File: src/rtl/clkbuf_gate_seq_if.sv
// Request/grant bundle between the requesters and the clock-tree enable sequencer.
// Latency: n/a (wires only).
// Backpressure: none; REQ/FORCE are level requests, GNT is the level acknowledge.
// Ports (signals):
//   REQ   [NREQ] per-requester clock request        (master -> slave)
//   FORCE        hold tree on, no grant bit           (master -> slave)
//   CE           clock-gate enable                    (slave -> master)
//   GNT   [NREQ] per-requester clock-valid acknowledge (slave -> master)
//   STATE [2]    sequencer state, CNT [8] debug counter (slave -> master)
interface clkbuf_gate_seq_if #(
  parameter int NREQ = 4
);
  logic [NREQ-1:0] REQ;
  logic            FORCE;
  logic            CE;
  logic [NREQ-1:0] GNT;
  logic [1:0]      STATE;
  logic [7:0]      CNT;

  modport master (
    output REQ, FORCE,
    input  CE, GNT, STATE, CNT
  );

  modport slave (
    input  REQ, FORCE,
    output CE, GNT, STATE, CNT
  );
endinterface

File: src/rtl/clkbuf_gate_seq.sv
// Sequences the enable of a gated, buffered clock tree shared by NREQ requesters.
// Latency: CE rises one edge after the first request; GNT follows REQ one cycle after ON.
// Backpressure: none; requests are levels, grants withheld until the tree has settled.
// Ports:
//   CLK  always-on clock, RN asynchronous active-low reset
//   bus  slave side of clkbuf_gate_seq_if (REQ, FORCE in; CE, GNT, STATE, CNT out)
module clkbuf_gate_seq #(
  parameter int NREQ     = 4,
  parameter int WAKE_CYC = 2,
  parameter int IDLE_CYC = 16
) (
  input logic               CLK,
  input logic               RN,
  clkbuf_gate_seq_if.slave  bus
);

  // Parameters outside the counter range or requester range are rejected at elaboration.
  if (NREQ < 1 || NREQ > 16) begin : g_bad_nreq
    $error("clkbuf_gate_seq: NREQ must be 1..16");
  end
  if (WAKE_CYC < 0 || WAKE_CYC > 255) begin : g_bad_wake
    $error("clkbuf_gate_seq: WAKE_CYC must be 0..255");
  end
  if (IDLE_CYC < 0 || IDLE_CYC > 255) begin : g_bad_idle
    $error("clkbuf_gate_seq: IDLE_CYC must be 0..255");
  end

  localparam logic [7:0] WAKE_LD = 8'(WAKE_CYC);
  localparam logic [7:0] IDLE_LD = 8'(IDLE_CYC);

  typedef enum logic [1:0] {
    ST_OFF   = 2'b00,
    ST_WAKE  = 2'b01,
    ST_ON    = 2'b10,
    ST_DRAIN = 2'b11
  } state_t;

  state_t          state_q, state_d;
  logic [7:0]      cnt_q, cnt_d;
  logic            ce_q, ce_d;
  logic [NREQ-1:0] gnt_q, gnt_d;
  logic            any_req;

  // FORCE acts as an extra requester that never receives a grant bit.
  assign any_req = (|bus.REQ) | bus.FORCE;

  always_comb begin
    state_d = state_q;
    cnt_d   = cnt_q;
    ce_d    = ce_q;
    gnt_d   = '0;
    unique case (state_q)
      ST_OFF: begin
        ce_d = 1'b0;
        if (any_req) begin
          ce_d = 1'b1;
          if (WAKE_LD == 8'd0) begin
            // No settle interval: enable and go straight to granting.
            state_d = ST_ON;
            cnt_d   = 8'd0;
          end else begin
            state_d = ST_WAKE;
            cnt_d   = WAKE_LD;
          end
        end
      end
      ST_WAKE: begin
        // Runs to completion even if requests vanish; ON then falls to DRAIN.
        ce_d = 1'b1;
        if (cnt_q != 8'd0) begin
          cnt_d = cnt_q - 8'd1;
        end else begin
          state_d = ST_ON;
        end
      end
      ST_ON: begin
        ce_d = 1'b1;
        if (any_req) begin
          gnt_d = bus.REQ;
        end else begin
          state_d = ST_DRAIN;
          cnt_d   = IDLE_LD;
        end
      end
      ST_DRAIN: begin
        ce_d = 1'b1;
        // A request on the terminal count still rescues the tree (checked first).
        if (any_req) begin
          state_d = ST_ON;
        end else if (cnt_q != 8'd0) begin
          cnt_d = cnt_q - 8'd1;
        end else begin
          state_d = ST_OFF;
          ce_d    = 1'b0;
        end
      end
      default: begin
        state_d = ST_OFF;
        cnt_d   = 8'd0;
        ce_d    = 1'b0;
      end
    endcase
  end

  always_ff @(posedge CLK or negedge RN) begin
    if (!RN) begin
      state_q <= ST_OFF;
      cnt_q   <= 8'd0;
      ce_q    <= 1'b0;
      gnt_q   <= '0;
    end else begin
      state_q <= state_d;
      cnt_q   <= cnt_d;
      ce_q    <= ce_d;
      gnt_q   <= gnt_d;
    end
  end

  assign bus.CE    = ce_q;
  assign bus.GNT   = gnt_q;
  assign bus.STATE = state_q;
  assign bus.CNT   = cnt_q;

endmodule

File: src/flat_wrapper.sv
// flat-port wrapper written by rule: the top's interface ports become plain ports
module clkbuf_gate_seq_flat 
#(
  parameter int NREQ     = 4,
  parameter int WAKE_CYC = 2,
  parameter int IDLE_CYC = 16
)
  (CLK, RN, bus_REQ, bus_FORCE, bus_CE, bus_GNT, bus_STATE, bus_CNT);
  clkbuf_gate_seq_if #(.NREQ(NREQ)) bus_i ();
  input logic CLK;
  input logic RN;
  input wire logic [$bits(bus_i.REQ)-1:0] bus_REQ;
  input wire logic [$bits(bus_i.FORCE)-1:0] bus_FORCE;
  output wire logic [$bits(bus_i.CE)-1:0] bus_CE;
  output wire logic [$bits(bus_i.GNT)-1:0] bus_GNT;
  output wire logic [$bits(bus_i.STATE)-1:0] bus_STATE;
  output wire logic [$bits(bus_i.CNT)-1:0] bus_CNT;
  assign bus_i.REQ = bus_REQ;
  assign bus_i.FORCE = bus_FORCE;
  assign bus_CE = bus_i.CE;
  assign bus_GNT = bus_i.GNT;
  assign bus_STATE = bus_i.STATE;
  assign bus_CNT = bus_i.CNT;
  clkbuf_gate_seq #(.NREQ(NREQ), .WAKE_CYC(WAKE_CYC), .IDLE_CYC(IDLE_CYC)) u_core (.CLK(CLK), .RN(RN), .bus(bus_i));
endmodule
File: config.mk
export PLATFORM = sky130hd
export DESIGN_NAME = clkbuf_gate_seq_flat
export DESIGN_NICKNAME = d
export VERILOG_FILES = /design/src/rtl/clkbuf_gate_seq_if.sv /design/src/rtl/clkbuf_gate_seq.sv /design/src/flat_wrapper.sv
export SDC_FILE = /design/constraint.sdc
export NUM_CORES = 1
export LEC_CHECK = 0
export BUFFER_PORTS_ARGS = -buffer_cell sky130_fd_sc_hd__buf_2
export CORE_MARGIN = 2
export CORE_UTILIZATION = 52
export CTS_CLUSTER_SIZE = 14
export DETAILED_ROUTE_END_ITERATION = 7
export PLACE_DENSITY = 0.77
export SLEW_MARGIN = 10
export SYNTH_ARGS = -nofsm -noshare
export SYNTH_HDL_FRONTEND = slang
export SYNTH_SLANG_ARGS = --single-unit
File: constraint.sdc
create_clock -name CLK -period 2.7 [get_ports CLK]
set_input_delay 0.54 -clock CLK [delete_from_list [all_inputs] [get_ports CLK]]
set_output_delay 0.54 -clock CLK [all_outputs]
set_load 0.005 [all_outputs]
==> results.toml <==
[setup_path]
slowest_stage = "a21boi_1"
cp_top_family = "compound AO/OA/AOI/OAI gates"
end_kind = "flip-flop"
crit_buf_inv = 1
reg2reg_depth = 6
cp.depth = 6
max_stage_delay_ns = 0.53
path_cells = "inv_1 -> ha_1 -> nor2_1 -> a21boi_1 -> o21ai_2 -> mux2_2"
cp.required_ns = 2.88
path_class = "flip-flop to flip-flop"
start_kind = "flip-flop"
cp.arrival_ns = 2.49
path_max_fanout = 9

[synthesis]
synthesis.area_um2 = 1000
syn_area_per_cell_um2 = 9.90
synth_area_leaders = "dfrtp_1 38%, ha_1 8.8%, and2_1 3.1%"
synth_fp_nets = 115
synth_cell_types = 42
synth_edf_count = 0
synth_top_area_share_pct = 37.5
synth_seq_cells = 15
async_flop_share_pct = 100
ys_warn_count = 0
synth_seq_area_share_pct = 37.5
synth_flop_cell = "dfrtp_1"
synthCells = 101
yosysTopAreaCell = "dfrtp_1"

[sta]
fin_worst_skew_ns = 0.00257
maxSlewHeadroom_pct = 56.7
hold_viol_final = 0
fmax_ghz = 0.433
period_needed_ns = 2.31
setup_tns_ns = 0
slew_viol_final = 0
setup_viol = 0
fin_crit_sh_pct = 85.5
worst-slew-pin-transition_ns = 0.644
whs_ns = 0.136
rsz0062_at_grt = "no"

[power]
p_sw_mw = 0.628
p_seq_share_pct = 28.7
p_comb_share_pct = 61.7
clockPowerShare_pct = 9.6
power_leakage_nw = 0.566
ir_worst_vdd_mv = 0.596
p_sw_share_pct = 45.8
power_per_cell_area_nw_per_um2 = 1180
p_int_mw = 0.744

[drt]
top_layer = "met4"
dr_total_vias = 897
wire_per_inst_um = 14.6
first_pass_iters = 4
ant_nets = 0
vias_per_cell = 5.94
wl_met2_um = 1040
drtIter0Drc = 21
wirelength_um = 2200
wl_met1_um = 1040
met3WireLength_um = 84
drc_errors = 0

[run]
max_cap_violations = 0

[status]
outcome = "complete, no violations"

[final_layout]
nets = 141
multiInputGateArea_um2 = 602
final_cell_count_no_fill = 151
syn_to_final_growth_pct = 16.8
regArea_um2 = 375
final_cell_mix = "21 x buf_2, 15 x dfrtp_1, 8 x nor2_1, 7 x ha_1"
drive_gt1_share_pct = 31.7
antenna_cells = 0
layout_commonest_cell = "buf_2"
n_fill_cell = 173

[floorplan]
core_area_um2 = 1760
die_h_um = 47.8
start_util_pct = 56.7
die_x_um = 47.8
ioPinCount = 22
die_area_um2 = 2290
core.rowCount = 15

[clock_tree]
cts_buffer_depth = 2
post-cts-setup-buffer-count = 0
cts_max_level = 1
cts.sinks = 15
numCtsBuffers = 3
cts_root_buf = "clkbuf_4"
ctsHoldBuffers = 0
cts.repair.resized = 0
clk_latency_ns = 0.29
cts.clk_slew.worst_paths_ns = 0.09
cts_tree = "done"

[grt]
first_global_vias = 794
grt_start_max_net_pins = 16
gr-total-overflow = 0
antenna_found_initial = 0
grt_util_all_layers_pct = 22.0
grt_pass1_wl_um = 3500

[placement]
placed_cells = 147
gp_congestion = 0.897
dp_hpwl_um = 1700
portBuffers = 21

[worst_hold_path]
hold_path.class = "input port to asynchronous set/reset pin"
-- cell usage after synthesis (all sizes together) (2+ instances only) --
cell type and n:
a21o 2, mux2 2, inv 5, and2 5
o22ai 3, or3b 2, nor3 4, nor3b 2
nor4 2, nand3 5, or2 2, nand2 3
a21boi 3, o211ai 2, nand4 2, dfrtp 15
ha 7, nor2 8, o221ai 2, a21oi 4
o21ai 3, o2bb2ai 3
-- per-layer routing --
layer | vias to the layer above | global-route usage, %
li1 | 435 | -
met2 | 23 | 32.5
met3 | 5 | 4.53
met5 | - | 0
met4 | 0 | 9.19
met1 | 434 | 31.1
-- worst register-to-register path, stage by stage (launching register included) --
cell and delay (ns):
dfrtp_1 0.48, inv_1 0.19, ha_1 0.34, nor2_1 0.14, a21boi_1 0.53, o21ai_2 0.21, mux2_2 0.31
-- cell type report --
cell class / instances / share of cell area (%)
Clock buffer: 3 / 1.93
Clock inverter: 1 / 0.429
Inverter: 5 / 1.61
Multi-Input combinational cell: 80 / 51.6
Sequential cell: 15 / 32.2
Tap cell: 25 / 2.68
Timing Repair Buffer: 22 / 9.65
-- cells by family (layout without fill, tap and decap cells) --
family,count (synthesis),after routing,synth area share (%)
AND/OR/NAND/NOR,39,39,23.5
adder cells (fa/ha/maj),7,7,8.76
buffers and inverters,6,31,2.25
AO/OA/AOI/OAI,31,31,24.3
flip-flops,15,15,37.5
multiplexers,3,3,3.63
-- power by group through the flow --
stage	combinational, mW	sequential, mW	clock [mW]
6_report	0.846	0.394	0.131
5_1_grt	0.940	0.409	0.148
4_1_cts	0.841	0.394	0.137
3_5_place_dp	0.834	0.398	0
3_3_place_gp	0.818	0.397	0
2_1_floorplan	0.601	0.396	0
-- through the flow --
step	util (%)	total power [mW]	setup WS, ns	cell area, µm²
floorplan	-	0.997	0.661	1000
global placement	64.6	1.21	0.491	1140
detailed placement	64.6	1.23	0.457	1140
CTS	66.2	1.37	0.434	1170
global route	66.2	1.50	0.242	1170
finish	66.2	1.37	0.391	1170
-- final timing paths --
| check | slack, ns | start | end |
|---|---|---|---|
| min reg2reg | 0.57 | u_core.bus.CNT[5]$_DFFE_PN0P_ | u_core.bus.CNT[5]$_DFFE_PN0P_ |
| min in group CLK | 0.48 | bus_REQ[0] | u_core.bus.GNT[0]$_DFF_PN0_ |
| max reg2reg | 0.39 | u_core.bus.STATE[0]$_DFFE_PN0P_ | u_core.bus.CNT[1]$_DFFE_PN0P_ |
| min | 0.14 | RN | u_core.bus.GNT[3]$_DFF_PN0_ |
| max | 0.39 | u_core.bus.STATE[0]$_DFFE_PN0P_ | u_core.bus.CNT[1]$_DFFE_PN0P_ |
| max in group asynchronous | 2.31 | RN | u_core.bus.CNT[0]$_DFFE_PN0P_ |
-- state kept, by name, indices dropped and copies added, names as in the netlist --
name              count
u_core.bus.CE         1
u_core.bus.GNT        4
u_core.bus.CNT        8
u_core.bus.STATE      2
Note: power is estimated with default switching activity, not from simulation.
